===== config.mk =====
export PLATFORM = sky130hd
export DESIGN_NAME = video_fetch
export DESIGN_NICKNAME = d
export VERILOG_FILES = /design/src/rtl/video_pkg.sv /design/src/rtl/video_shifter.sv /design/src/rtl/video_fetch.sv
export SDC_FILE = /design/constraint.sdc
export NUM_CORES = 1
export LEC_CHECK = 0
export BUFFER_PORTS_ARGS = -buffer_cell sky130_fd_sc_hd__buf_2
export CORE_ASPECT_RATIO = 1.75
export CORE_UTILIZATION = 35
export CTS_CLUSTER_SIZE = 25
export DETAILED_ROUTE_END_ITERATION = 10
export HOLD_SLACK_MARGIN = 0.06
export PLACE_DENSITY = 0.53
export RECOVER_POWER = 100
export SLEW_MARGIN = 40
export SYNTH_ARGS = -nofsm -noshare
export SYNTH_HDL_FRONTEND = slang
export SYNTH_HIERARCHICAL = 1
export SYNTH_SLANG_ARGS = --single-unit

===== constraint.sdc =====
create_clock -name clk -period 1.65 [get_ports clk]
set_input_delay 0.33 -clock clk [delete_from_list [all_inputs] [get_ports clk]]
set_output_delay 0.33 -clock clk [all_outputs]
set_load 0.01 [all_outputs]

===== src/rtl/video_pkg.sv =====
// Shared timing defaults, FSM state type and small helpers for the video fetch block.
package video_pkg;

    localparam logic [14:0] FB_BASE_DEF        = 15'h4000;
    localparam int          H_ACTIVE_BYTES_DEF = 40;
    localparam int          V_ACTIVE_DEF       = 200;
    localparam int          V_TOTAL_DEF        = 262;
    localparam int          VSYNC_START_DEF    = 234;
    localparam int          VSYNC_LEN_DEF      = 3;
    localparam int          HSYNC_START_DEF    = 44;
    localparam int          HSYNC_LEN_DEF      = 4;

    typedef enum logic {
        ST_ACTIVE = 1'b0,
        ST_BLANK  = 1'b1
    } video_state_e;

    // True when pos lies in the half-open window [start, start+len).
    function automatic logic in_window(input int pos, input int start, input int len);
        return (pos >= start) && (pos < start + len);
    endfunction

endpackage


===== src/rtl/video_shifter.sv =====
// Byte-wide load / serial-out shift register; MSB leaves first, zeros fill from the right.
module video_shifter (
    input  logic       clk,
    input  logic       reset,
    input  logic       load,
    input  logic       shift_en,
    input  logic [7:0] data,
    output logic       serial_out
);

    logic [7:0] shift_reg;

    always_ff @(posedge clk) begin
        if (reset) begin
            shift_reg <= 8'h00;
        end else if (load) begin
            shift_reg <= data;
        end else if (shift_en) begin
            shift_reg <= {shift_reg[6:0], 1'b0};
        end
    end

    assign serial_out = shift_reg[7];

endmodule


===== src/rtl/video_fetch.sv =====
// Framebuffer fetch, pixel serialisation and sync generation driven by an external h counter.
// Define VIDEO_FETCH_DOUBLE_SCAN_EN to show every framebuffer row on two consecutive scanlines.
module video_fetch
    import video_pkg::*;
#(
    parameter logic [14:0] FB_BASE        = FB_BASE_DEF,
    parameter int          H_ACTIVE_BYTES = H_ACTIVE_BYTES_DEF,
    parameter int          V_ACTIVE       = V_ACTIVE_DEF,
    parameter int          V_TOTAL        = V_TOTAL_DEF,
    parameter int          VSYNC_START    = VSYNC_START_DEF,
    parameter int          VSYNC_LEN      = VSYNC_LEN_DEF,
    parameter int          HSYNC_START    = HSYNC_START_DEF,
    parameter int          HSYNC_LEN      = HSYNC_LEN_DEF
) (
    input  logic        clk,
    input  logic        reset,
    input  logic [4:0]  h_low,
    input  logic        h_end,
    output logic        mem_rd,
    output logic [14:0] mem_addr,
    input  logic [7:0]  mem_d_in,
    output logic        pixel,
    output logic        active,
    output logic        hsync,
    output logic        vsync
);

    localparam int                LINE_W    = $clog2(V_TOTAL);
    localparam logic [5:0]        H_BYTES   = 6'(H_ACTIVE_BYTES);
    localparam logic [14:0]       REWIND    = 15'(H_ACTIVE_BYTES);
    localparam logic [LINE_W-1:0] LAST_LINE = LINE_W'(V_TOTAL - 1);
    localparam logic [LINE_W-1:0] ACT_LINES = LINE_W'(V_ACTIVE);

    video_state_e      state_reg, state_next;
    logic [5:0]        slot_reg, slot_next;
    logic [LINE_W-1:0] line_reg, line_next;
    logic [14:0]       addr_reg, addr_next;
    logic              rd_dly_reg, rd_dly_next;
    logic [7:0]        data_reg, data_next;
    logic [2:0]        phase;
    logic              fetch, rewind, shifter_clear, shift_out;
    logic [1:0]        unused_h_low;

    assign phase        = h_low[2:0];
    assign unused_h_low = h_low[4:3];

`ifdef VIDEO_FETCH_DOUBLE_SCAN_EN
    // Even active lines hand their row back so the following odd line repeats it.
    assign rewind = (state_reg == ST_ACTIVE) && !line_reg[0];
`else
    assign rewind = 1'b0;
`endif

    always_ff @(posedge clk) begin
        if (reset) begin
            state_reg <= ST_ACTIVE;
        end else begin
            state_reg <= state_next;
        end
    end

    always_comb begin
        state_next = state_reg;
        fetch      = 1'b0;
        if (h_end) begin
            state_next = (line_next < ACT_LINES) ? ST_ACTIVE : ST_BLANK;
        end
        case (state_reg)
            ST_ACTIVE: fetch = !reset && (slot_reg < H_BYTES) && (phase == 3'd0);
            default:   fetch = 1'b0;
        endcase
    end

    always_comb begin
        slot_next   = slot_reg;
        line_next   = line_reg;
        addr_next   = addr_reg;
        rd_dly_next = fetch;
        data_next   = data_reg;
        if (phase == 3'd7) begin
            slot_next = slot_reg + 6'd1;
        end
        // Read data is valid the clk after the strobe; slots without a fetch display blank.
        if (phase == 3'd1) begin
            data_next = rd_dly_reg ? mem_d_in : 8'h00;
        end
        if (fetch) begin
            addr_next = addr_reg + 15'd1;
        end
        if (h_end) begin
            slot_next   = '0;
            rd_dly_next = 1'b0;
            data_next   = 8'h00;
            line_next   = (line_reg == LAST_LINE) ? '0 : line_reg + LINE_W'(1);
            if (rewind) begin
                addr_next = addr_next - REWIND;
            end
            if (line_reg == LAST_LINE) begin
                addr_next = FB_BASE;
            end
        end
    end

    always_ff @(posedge clk) begin
        if (reset) begin
            slot_reg   <= '0;
            line_reg   <= '0;
            addr_reg   <= FB_BASE;
            rd_dly_reg <= 1'b0;
            data_reg   <= 8'h00;
        end else begin
            slot_reg   <= slot_next;
            line_reg   <= line_next;
            addr_reg   <= addr_next;
            rd_dly_reg <= rd_dly_next;
            data_reg   <= data_next;
        end
    end

    // A line ending mid-slot throws away whatever byte was still waiting to be shown.
    assign shifter_clear = reset | h_end;

    video_shifter u_shifter (
        .clk       (clk),
        .reset     (shifter_clear),
        .load      (phase == 3'd7),
        .shift_en  (1'b1),
        .data      (data_reg),
        .serial_out(shift_out)
    );

    assign mem_rd   = fetch;
    assign mem_addr = addr_reg;
    assign active   = (state_reg == ST_ACTIVE) && (slot_reg >= 6'd1) && (slot_reg <= H_BYTES);
    assign pixel    = active & shift_out;
    assign hsync    = in_window(int'(slot_reg), HSYNC_START, HSYNC_LEN);
    assign vsync    = in_window(int'(line_reg), VSYNC_START, VSYNC_LEN);

endmodule


==> impl_metrics.py <==
metrics = {
    "run_status": {
        "status": "finished with violations",
        "violations": "negative setup slack",
    },
    "critical_path": {
        "max_stage_delay_ns": 0.37,
        "cp_slowest_cell": "dfxtp_4",
        "crit_chain": "inv_4, ha_4, nand2b_1, a21o_1, a221oi_2, and2_1, buf_2",
        "path_class": "flip-flop to output pin",
        "startpoint_type": "flip-flop",
        "worst-endpoint-arrival_ns": 1.57,
        "rrSetupSlack_ns": -0.02,
        "crit_required_ns": 1.32,
        "cp-end-kind": "output pin",
        "critPathMaxFanout": 4,
    },
    "yosys": {
        "async_reset_ff_share_pct": 0,
        "netlist_area_sq_mm": 0.002297,
        "yosys_warnings": 6,
        "ys_ff_latch": 48,
        "synth.avg_cell_area_sq_um": 8.835,
        "synth_nets": 284,
        "synth_edf_count": 0,
        "synthCells": 260,
        "ys_types": 43,
        "seq_area_frac_synth_pct": 41.83,
        "synth_top_flop_cell": "dfxtp_1",
    },
    "sta": {
        "finalSetupTns_ns": -0.7610,
        "holdWs_ns": 0.2880,
        "period_needed_ns": 1.900,
        "finalMaxSlewViolations": 0,
        "fin_ws_ns": -0.2503,
        "fin_crit_sh_pct": 115.2,
        "rsz0062_at_grt": "yes",
        "tightest_slew_ns": 0.8141,
        "maxSlewHeadroom_pct": 45.73,
        "setup_viol": 22,
        "hold_violations": 0,
        "fin_skew_ns": 0.01131,
        "max_clock_freq_mhz": 526.2,
    },
    "drt": {
        "vias": 1966,
        "first_pass_iters": 4,
        "drtAntennaViolNets": 0,
        "routed_wl_um": 5120,
        "routed_via_density": 4.783,
        "drt-initial-drc-count": 64,
        "drc": 0,
        "routedWlPerCell_um": 12.46,
    },
    "clocking": {
        "cts_buffers": 5,
        "cts_tree": "built",
        "cts-root-buf": "clkbuf_8",
        "cts_max_path_buffers": 2,
        "clkSinkCount": 48,
        "h-tree-depth": 2,
        "clkLatencyLatePin_ns": 0.30,
        "clk_pin_slew_ns": 0.09,
        "postCtsHoldBufs": 0,
    },
    "placed_design": {
        "gp_congestion": 0.7744,
        "io_buffers": 33,
        "dp_hpwl_um": 3819,
        "place_area_sq_mm": 0.002796,
    },
    "floorplanning": {
        "die_h_um": 109.2,
        "die_w_um": 63.24,
        "start_util_pct": 36.60,
        "ios": 36,
        "fp.dieArea_sq_mm": 0.006904,
        "core_sq_mm": 0.006276,
        "placementRows": 38,
    },
    "cells_and_area": {
        "layout_common_cells": "40 x dfxtp_1, 35 x nor2_1, 27 x buf_4",
        "n_antenna_cell": 0,
        "seq_area_sq_um": 978.4,
        "final_nets": 354,
        "fill_cells": 671,
        "area_growth_pct": 34.80,
        "largest_reg_flops": 15,
        "postLayoutCellArea_sq_mm": 0.003097,
        "multi_input_area_sq_mm": 0.001369,
        "final_common_cell": "dfxtp_1",
        "drive_gt1_share_pct": 29.61,
    },
    "power_and_ir_drop": {
        "cellPowerDensity_mw_per_mm2": 715.6,
        "ir_worst_vdd_mv": 0.4061,
        "p_leak_uw": 0.001204,
    },
    "min_path": {
        "hold_path_class": "input port to flip-flop",
    },
    "job": {
        "cap_violations": 0,
    },
    "grt": {
        "grt_pass1_wl_um": 8521,
        "first_global_vias": 1880,
        "grt_max_degree": 24,
        "grt_overflow": 0,
        "grt_antenna_before_repair": 0,
        "grt_use_total_pct": 15.76,
    },
}
[cells by family after synthesis]
logic type,count (synthesis),synth area share (%)
and+or+nand+nor,119,27.34
buffers and inverters,21,4.248
AOI/OAI and AO/OA,27,7.789
other,1,0.1632
adders and majority gates,8,4.357
muxes,10,4.357
xor gates and xnor gates,26,9.913
DFF,48,41.83
[synth_stat cells, drive strengths merged (9+ instances only)]
library cell	count	area, sq um
a21oi	10	50.05
nor2	38	142.6
nand3	13	65.06
mux2i	10	100.1
nand2	19	71.32
clkbuf	9	35.03
xnor2	11	96.34
nand4	11	83.83
dfxtp	48	960.9
xor2	15	131.4
[per-stage QoR]
step	total power, uW	setup slack, ns	util, %	cells
floorplan	1296	-0.001849	-	260
global placement	1362	-0.05154	44.56	395
detailed placement	1363	-0.06369	44.56	395
CTS	2242	-0.2763	49.18	410
global route	2320	-0.3786	49.34	411
finish	2216	-0.2503	49.34	411
[what timing repair did]
item,4_1_cts,5_1_grt
gates resized for setup,33,13
endpoints found under the setup margin,5,17
endpoints found under the hold margin,0,0
buffers inserted,7,1
pin swaps,11,6
[critical path, delay by kind of cell (launching register included)]
family,cells,cell delay (ns)
AO/OA/AOI/OAI,2,0.39
buffers and inverters,2,0.19
adder cells (fa/ha/maj),1,0.12
AND/OR/NAND/NOR,2,0.20
flip-flops,1,0.37
[power breakdown]
group	leakage [uW]	internal, uW	switching [uW]
registers	0.000392	1170	9.26
clock network	0.0000596	435	406
logic	0.000752	98.1	99.8
[per-layer routing]
| metal | GRT usage [%] | routed length (um) |
|---|---|---|
| met2 | 30.03 | 2722 |
| met1 | 16.67 | 2125 |
| met4 | 6.818 | 117 |
| met3 | 2.720 | 154 |
| met5 | 0 | 0 |
[final timing paths]
| path | start | end | depth (start not counted) |
|---|---|---|---|
| min | mem_d_in[2] | data_reg[2] | 3 |
| min reg2reg | data_reg[0] | data_reg[0] | 2 |
| max | slot_reg[0] | pixel | 7 |
| max reg2reg | line_reg[1] | mem_addr[10] | 8 |
[layout make-up]
cell class / count / area share, %
Inverter: 8 / 1.212
Tap cell: 80 / 3.232
Multi-Input combinational cell: 191 / 44.20
Clock buffer: 7 / 3.475
Clock inverter: 1 / 0.2828
Timing Repair Buffer: 76 / 16.00
Sequential cell: 48 / 31.60
(Power assumes the default switching activity.)
